`src/rtl/alu_exec_unit.sv`:
```
// Integer execution unit: single-cycle ALU ops plus iterative multiply/divide
// that update the HI/LO register pair.
module alu_exec_unit #(
    parameter int WIDTH = 32,
    parameter int SHW   = $clog2(WIDTH)
) (
    input  logic             clk,
    input  logic             rst_n,
    input  logic             in_valid,
    input  logic [2:0]       ALUOp,
    input  logic [5:0]       funct,
    input  logic [WIDTH-1:0] a,
    input  logic [WIDTH-1:0] b,
    input  logic [SHW-1:0]   shamt,
    output logic             busy,
    output logic             out_valid,
    output logic [WIDTH-1:0] result,
    output logic             zero,
    output logic [WIDTH-1:0] hi,
    output logic [WIDTH-1:0] lo
);

    // state | meaning
    // IDLE  | accepting requests, single-cycle ops complete here
    // MUL   | shift-add multiply, one multiplier bit per cycle
    // DIV   | restoring divide, one quotient bit per cycle
    // DONE  | hi/lo/result just written, out_valid high, accepting requests
    typedef enum logic [1:0] {IDLE, MUL, DIV, DONE} state_t;

    localparam logic [5:0] F_ADD   = 6'b100000;
    localparam logic [5:0] F_ADDU  = 6'b100001;
    localparam logic [5:0] F_SUB   = 6'b100010;
    localparam logic [5:0] F_SUBU  = 6'b100011;
    localparam logic [5:0] F_AND   = 6'b100100;
    localparam logic [5:0] F_OR    = 6'b100101;
    localparam logic [5:0] F_XOR   = 6'b100110;
    localparam logic [5:0] F_NOR   = 6'b100111;
    localparam logic [5:0] F_SLT   = 6'b101010;
    localparam logic [5:0] F_SLTU  = 6'b101011;
    localparam logic [5:0] F_SLL   = 6'b000000;
    localparam logic [5:0] F_SRL   = 6'b000010;
    localparam logic [5:0] F_SRA   = 6'b000011;
    localparam logic [5:0] F_MFHI  = 6'b010000;
    localparam logic [5:0] F_MFLO  = 6'b010010;
    localparam logic [5:0] F_MULT  = 6'b011000;
    localparam logic [5:0] F_MULTU = 6'b011001;
    localparam logic [5:0] F_DIV   = 6'b011010;
    localparam logic [5:0] F_DIVU  = 6'b011011;

    state_t             state, state_nx;
    logic [SHW-1:0]     cnt;
    logic [WIDTH-1:0]   acc_hi, acc_lo, mcand;
    logic               neg_q, neg_r, div0;

    logic               is_r, start_mul, start_div;
    logic               load_op, single, finish;
    logic               op_signed, a_neg, b_neg;
    logic [WIDTH-1:0]   mag_a, mag_b, alu_res;
    logic [WIDTH:0]     mul_sum, div_shift, div_diff;
    logic [WIDTH-1:0]   mul_hi_nx, mul_lo_nx, div_hi_nx, div_lo_nx;
    logic [2*WIDTH-1:0] prod;
    logic [WIDTH-1:0]   quot, remd;

    assign is_r      = (ALUOp == 3'b010);
    assign start_mul = is_r && (funct == F_MULT || funct == F_MULTU);
    assign start_div = is_r && (funct == F_DIV  || funct == F_DIVU);

    always_ff @(posedge clk or negedge rst_n) begin
        if (!rst_n) state <= IDLE;
        else        state <= state_nx;
    end

    always_comb begin
        state_nx = state;
        case (state)
            IDLE, DONE: begin
                state_nx = IDLE;
                if (in_valid && start_mul)      state_nx = MUL;
                else if (in_valid && start_div) state_nx = DIV;
            end
            MUL, DIV: if (cnt == '0) state_nx = DONE;
            default:  state_nx = IDLE;
        endcase
    end

    always_comb begin
        busy    = 1'b0;
        load_op = 1'b0;
        single  = 1'b0;
        finish  = 1'b0;
        case (state)
            IDLE, DONE: begin
                load_op = in_valid & (start_mul | start_div);
                single  = in_valid & ~(start_mul | start_div);
            end
            MUL, DIV: begin
                busy   = 1'b1;
                finish = (cnt == '0);
            end
            default: ;
        endcase
    end

    always_comb begin
        alu_res = '0;
        case (ALUOp)
            3'b000: alu_res = a + b;
            3'b001: alu_res = a - b;
            3'b011: alu_res = b << (WIDTH / 2);
            3'b100: alu_res = a | b;
            3'b010: begin
                case (funct)
                    F_ADD, F_ADDU: alu_res = a + b;
                    F_SUB, F_SUBU: alu_res = a - b;
                    F_AND:  alu_res = a & b;
                    F_OR:   alu_res = a | b;
                    F_XOR:  alu_res = a ^ b;
                    F_NOR:  alu_res = ~(a | b);
                    F_SLT:  alu_res = {{(WIDTH-1){1'b0}}, ($signed(a) < $signed(b))};
                    F_SLTU: alu_res = {{(WIDTH-1){1'b0}}, (a < b)};
                    F_SLL:  alu_res = b << shamt;
                    F_SRL:  alu_res = b >> shamt;
                    F_SRA:  alu_res = $signed(b) >>> shamt;
                    F_MFHI: alu_res = hi;
                    F_MFLO: alu_res = lo;
                    default: alu_res = '0;
                endcase
            end
            default: alu_res = '0;
        endcase
    end

    // MULT and DIV are the even funct codes of their pairs
    assign op_signed = ~funct[0];
    assign a_neg     = op_signed & a[WIDTH-1];
    assign b_neg     = op_signed & b[WIDTH-1];
    assign mag_a     = a_neg ? -a : a;
    assign mag_b     = b_neg ? -b : b;

    // acc_lo holds the multiplier (mul) or the dividend being shifted out (div)
    assign mul_sum   = {1'b0, acc_hi} + (acc_lo[0] ? {1'b0, mcand} : '0);
    assign mul_hi_nx = mul_sum[WIDTH:1];
    assign mul_lo_nx = {mul_sum[0], acc_lo[WIDTH-1:1]};

    assign div_shift = {acc_hi, acc_lo[WIDTH-1]};
    assign div_diff  = div_shift - {1'b0, mcand};
    assign div_hi_nx = div_diff[WIDTH] ? div_shift[WIDTH-1:0] : div_diff[WIDTH-1:0];
    assign div_lo_nx = {acc_lo[WIDTH-2:0], ~div_diff[WIDTH]};

    assign prod = neg_q ? -{mul_hi_nx, mul_lo_nx} : {mul_hi_nx, mul_lo_nx};
    assign quot = div0 ? '1 : (neg_q ? -div_lo_nx : div_lo_nx);
    assign remd = neg_r ? -div_hi_nx : div_hi_nx;

    always_ff @(posedge clk or negedge rst_n) begin
        if (!rst_n) begin
            cnt       <= '0;
            acc_hi    <= '0;
            acc_lo    <= '0;
            mcand     <= '0;
            neg_q     <= 1'b0;
            neg_r     <= 1'b0;
            div0      <= 1'b0;
            out_valid <= 1'b0;
            result    <= '0;
            zero      <= 1'b1;
            hi        <= '0;
            lo        <= '0;
        end else begin
            out_valid <= 1'b0;
            if (load_op) begin
                acc_hi <= '0;
                acc_lo <= start_mul ? mag_b : mag_a;
                mcand  <= start_mul ? mag_a : mag_b;
                cnt    <= SHW'(WIDTH - 1);
                neg_q  <= a_neg ^ b_neg;
                neg_r  <= a_neg;
                div0   <= (b == '0);
            end else if (busy) begin
                acc_hi <= (state == MUL) ? mul_hi_nx : div_hi_nx;
                acc_lo <= (state == MUL) ? mul_lo_nx : div_lo_nx;
                cnt    <= cnt - SHW'(1);
            end

            if (finish) begin
                out_valid <= 1'b1;
                if (state == MUL) begin
                    hi     <= prod[2*WIDTH-1:WIDTH];
                    lo     <= prod[WIDTH-1:0];
                    result <= prod[WIDTH-1:0];
                    zero   <= (prod[WIDTH-1:0] == '0);
                end else begin
                    hi     <= remd;
                    lo     <= quot;
                    result <= quot;
                    zero   <= (quot == '0);
                end
            end else if (single) begin
                out_valid <= 1'b1;
                result    <= alu_res;
                zero      <= (alu_res == '0);
            end
        end
    end

endmodule

```
`config.mk`:
```
export PLATFORM = sky130hd
export DESIGN_NAME = alu_exec_unit
export DESIGN_NICKNAME = d
export VERILOG_FILES = /design/src/rtl/alu_exec_unit.sv
export SDC_FILE = /design/constraint.sdc
export NUM_CORES = 2
export LEC_CHECK = 0
export CORE_ASPECT_RATIO = 0.7
export CORE_MARGIN = 4
export CORE_UTILIZATION = 40
export DETAILED_ROUTE_END_ITERATION = 6
export SLEW_MARGIN = 5
export SYNTH_ARGS = -nofsm -noshare
export SYNTH_HDL_FRONTEND = slang
export SYNTH_SLANG_ARGS = --single-unit
```
`constraint.sdc`:
```
create_clock -name clk -period 13.35 [get_ports clk]
set_clock_uncertainty 0.2 [all_clocks]
set_input_delay 1.335 -clock clk [delete_from_list [all_inputs] [get_ports clk]]
set_output_delay 1.335 -clock clk [all_outputs]
set_load 0.03 [all_outputs]
```
==> metrics.md <==
| Metric | Value |
|---|---|
| Mapped cell area | `29900 um2` |
| Largest cells by area after synthesis | `dfrtp_1 (17%), ha_1 (7.6%), o21ai_0 (6.1%)` |
| TritonCTS Buffers | `22` |
| Critical Path AT | `8.14 ns` |
| Max_cap viols | `0` |
| WL met3 | `25200 um` |
| Drt first pass iters | `7` |
| Mux cell area share after synthesis | `0.103` |
| Core Util, Final | `0.447` |
| Max Clock Freq | `127 MHz` |
| Synth Flop Type | `dfrtp_1` |
| Worst path required time | `13.62 ns` |
| Worst r2r path cells | `24` |
| Via count | `33.8k` |
| Worst Setup Path Type | `in -> reg` |
| Post-route cell area | `33000 um2` |
| Nets | `4248` |
| Final Setup Violations | `0` |
| Post-CTS Setup Inserts | `0` |
| Fin crit share | `0.590` |
| HPWL after DPL | `120000 um` |
| Post-Route WL | `154000 um` |
| Worst-margin pin slew | `1.30 ns` |
| Clock sinks | `204` |
| Leading area contributor after synthesis | `dfrtp_1` |
| Fin. max-slew vios | `0` |
| Crit path max fanout | `14` |
| Die Area | `79400 um2` |
| Unrepaired setup endpoints after global routing | `false` |
| Simple-Gate Fraction of Synth Area | `0.207` |
| First-pass GRT wire length | `219000 um` |
| Endpoint class of the critical path | `flop` |
| Placer's final routability congestion estimate | `1.02` |
| Met2 wire len | `54200 um` |
| Routed len/inst | `30.8 um` |
| CTS resizes | `0` |
| DR iter-0 viols | `5514` |
| GRT Total Usage | `0.371` |
| Proportion of power drawn by flip-flops and latches | `0.191` |
| Vias in the first global route | `29.3k` |
| Share of cells above drive strength 1 | `0.0733` |
| Post-route ant nets | `0` |
| Adder-cell area share of the yosys netlist | `0.0787` |
| Crit path cell chain | `clkdlybuf4s50_1, inv_1, ha_1, a21oi_1, o21ai_0, a211oi_1, o21ai_0, nand3_1, mux2i_1, a211o_1, or4_1, nor4_1, nand4_1, nor4_1, nand4_1, o211ai_1` |
| Most common cell after layout, fill and taps aside | `nand2_1` |
| Clk_lat worst skew | `0.57 ns` |
| Starting density of the core | `0.406` |
| Initial antenna violation count | `12` |
| Io pins | `180` |
| Stages on worst setup path | `16` |
| Worst min-delay path class | `reg -> reg` |
| Max H-tree Level | `1` |
| #FFs+latches synth | `204` |
| Min Tclk post-route | `7.87 ns` |
| Synth unique cells | `100` |
| Crit-path slowest cell | `nor4_1` |
| Reg clk slew, reported paths | `0.08 ns` |
| Buffers on Ports | `179` |
| CP startpoint kind | `input port` |
| Die X | `335 um` |
| Async SR Flop Fraction | `1.00` |
| Cell Rows | `83` |
| Synth Area in Compound Gates | `0.288` |
| Syn Nets | `4318` |
| Area delta synth->final | `10.1%` |
| Register area share after synthesis | `0.171` |
| Largest family of logic cells by synthesized area | `compound AO/OA/AOI/OAI gates` |
| Comb power frac | `0.650` |
| Relative slew slack | `0.127` |
| Placed instance area | `32200 um2` |
| CTS root buf | `clkbuf_16` |
| Longest individual stage delay on the worst path | `1.01 ns` |
| Peak VDD IR | `0.0878 mV` |
| Worst Hold Path Cells | `2` |
| Setup TNS Final | `0 ns` |
| Top routing layer in use | `met5` |
| Violated checks | `DRC` |
| Most frequent cells in the layout | `nand2_1 (478), o21ai_0 (364), nor2_1 (344)` |
| Total Power | `4.33 mW` |
| FILL cells | `7576` |
| Int Pwr | `2.07 mW` |
| Hold_buf cts | `0` |
| Worst Path Buf+Inv | `2` |
| Core area | `73700 um2` |
| Sw Ratio | `0.521` |
| Status | `complete, but fails checks` |
| Pwr per Cell Area | `131 nW/um2` |
| Mapped Cells | `4051` |
| Yosys warns | `0` |
| Metal1 wirelength | `70400 um` |
| Number of synthesized flops with an enable pin | `0` |
| CP top delay family | `simple AND/OR/NAND/NOR gates` |
| Fin. Hold Viols | `0` |
| DRC violations left | `1` |
| Clk pwr share | `0.158` |
| Xor and xnor area share after synthesis | `0.0822` |
| Clock Path Buffers | `3` |
| Die height | `237 um` |
| Largest net degree at the start of global routing | `81` |
| CTS tree | `done` |
| Vias per std cell | `6.79` |
| Post-synth top area share | `0.170` |
| Leak | `13.6 nW` |
| Post-Syn Area per Cell | `7.39 um2` |
| GR Overflow Total | `0` |
| Sw Pwr | `2.26 mW` |
==> registers in the layout (all words and copies together) (netlist names) <==
register / flops
acc_hi: 32
acc_lo: 32
hi: 32
lo: 32
mcand: 32
result: 32
cnt: 5
state: 2
div0: 1
neg_q: 1
neg_r: 1
out_valid: 1
zero: 1
==> area by class of cell <==
cell class | instances | area, um2 | share of cell area
clock inverters | 11 | 126 | 0.00383
well taps | 977 | 1220 | 0.0371
diodes | 8 | 20.0 | 0.000607
multi-input cells | 3321 | 22800 | 0.693
inverters | 178 | 668 | 0.0203
repair buffers | 254 | 2330 | 0.0708
flip-flops and latches | 204 | 5110 | 0.155
clock buffers | 29 | 648 | 0.0197
==> worst min-delay path: stages (launching register included) <==
cell,delay (ns)
dfrtp_1,0.35
nand2_1,0.05
o21ai_0,0.06
==> worst paths after layout <==
kind                             end  startpoint  slack (ns)
max in group asynchronous      neg_q       rst_n       10.99
max reg2reg                     zero  acc_lo[31]        5.58
min in group asynchronous  acc_hi[5]       rst_n        0.51
min                         mcand[9]    mcand[9]        0.29
min reg2reg                 mcand[9]    mcand[9]        0.29
max                             zero        b[4]        5.48
==> per-stage QoR <==
stage / std cells / hold slack, ns / setup slack, ns
finish: 4982 / 0.288 / 5.48
global route: 4975 / 0.315 / 5.26
CTS: 4974 / 0.291 / 5.85
detailed placement: 4934 / 0.275 / 5.32
global placement: 4934 / 0.265 / 5.46
floorplan: 4051 / 0.250 / 7.64
==> per-layer routing <==
metal  vias to the layer above  track usage
met1                     16500        0.582
met2                      2424        0.451
met3                       221        0.161
met4                        16       0.0692
li1                      14700            -
met5                         -       0.0207
==> power groups by stage <==
stage | Clock [mW] | Sequential (mW) | Combinational [mW]
2_1_floorplan | 0 | 0.778 | 1.98
3_3_place_gp | 0 | 0.832 | 2.70
3_5_place_dp | 0 | 0.830 | 2.71
4_1_cts | 0.683 | 0.820 | 2.72
5_1_grt | 0.707 | 0.836 | 3.05
6_report | 0.686 | 0.830 | 2.82
==> cells by family (layout without fill, tap and decap cells) <==
logic type	after synthesis	in the layout
buffers and inverters	526	472
AO/OA/AOI/OAI	1311	1311
AND/OR/NAND/NOR	1328	1328
XOR/XNOR	281	281
adder cells (fa/ha/maj)	186	186
other	0	8
multiplexers	215	215
flip-flops	204	204
==> synthesized netlist by cell type, drive strengths merged, types with 39 or more instances <==
master,number
a21oi,269
a221oi,53
o21ai,366
xor2,103
buf,61
dfrtp,203
nand3,110
nor4,45
ha,182
clkbuf,287
mux4,72
nor2,347
mux2i,116
xnor2,178
o31ai,39
nor3,75
nand2,480
a211oi,81
a21o,63
inv,176
nor2b,41
o211ai,96
a31oi,52
Power figures use the tool's default switching activity.
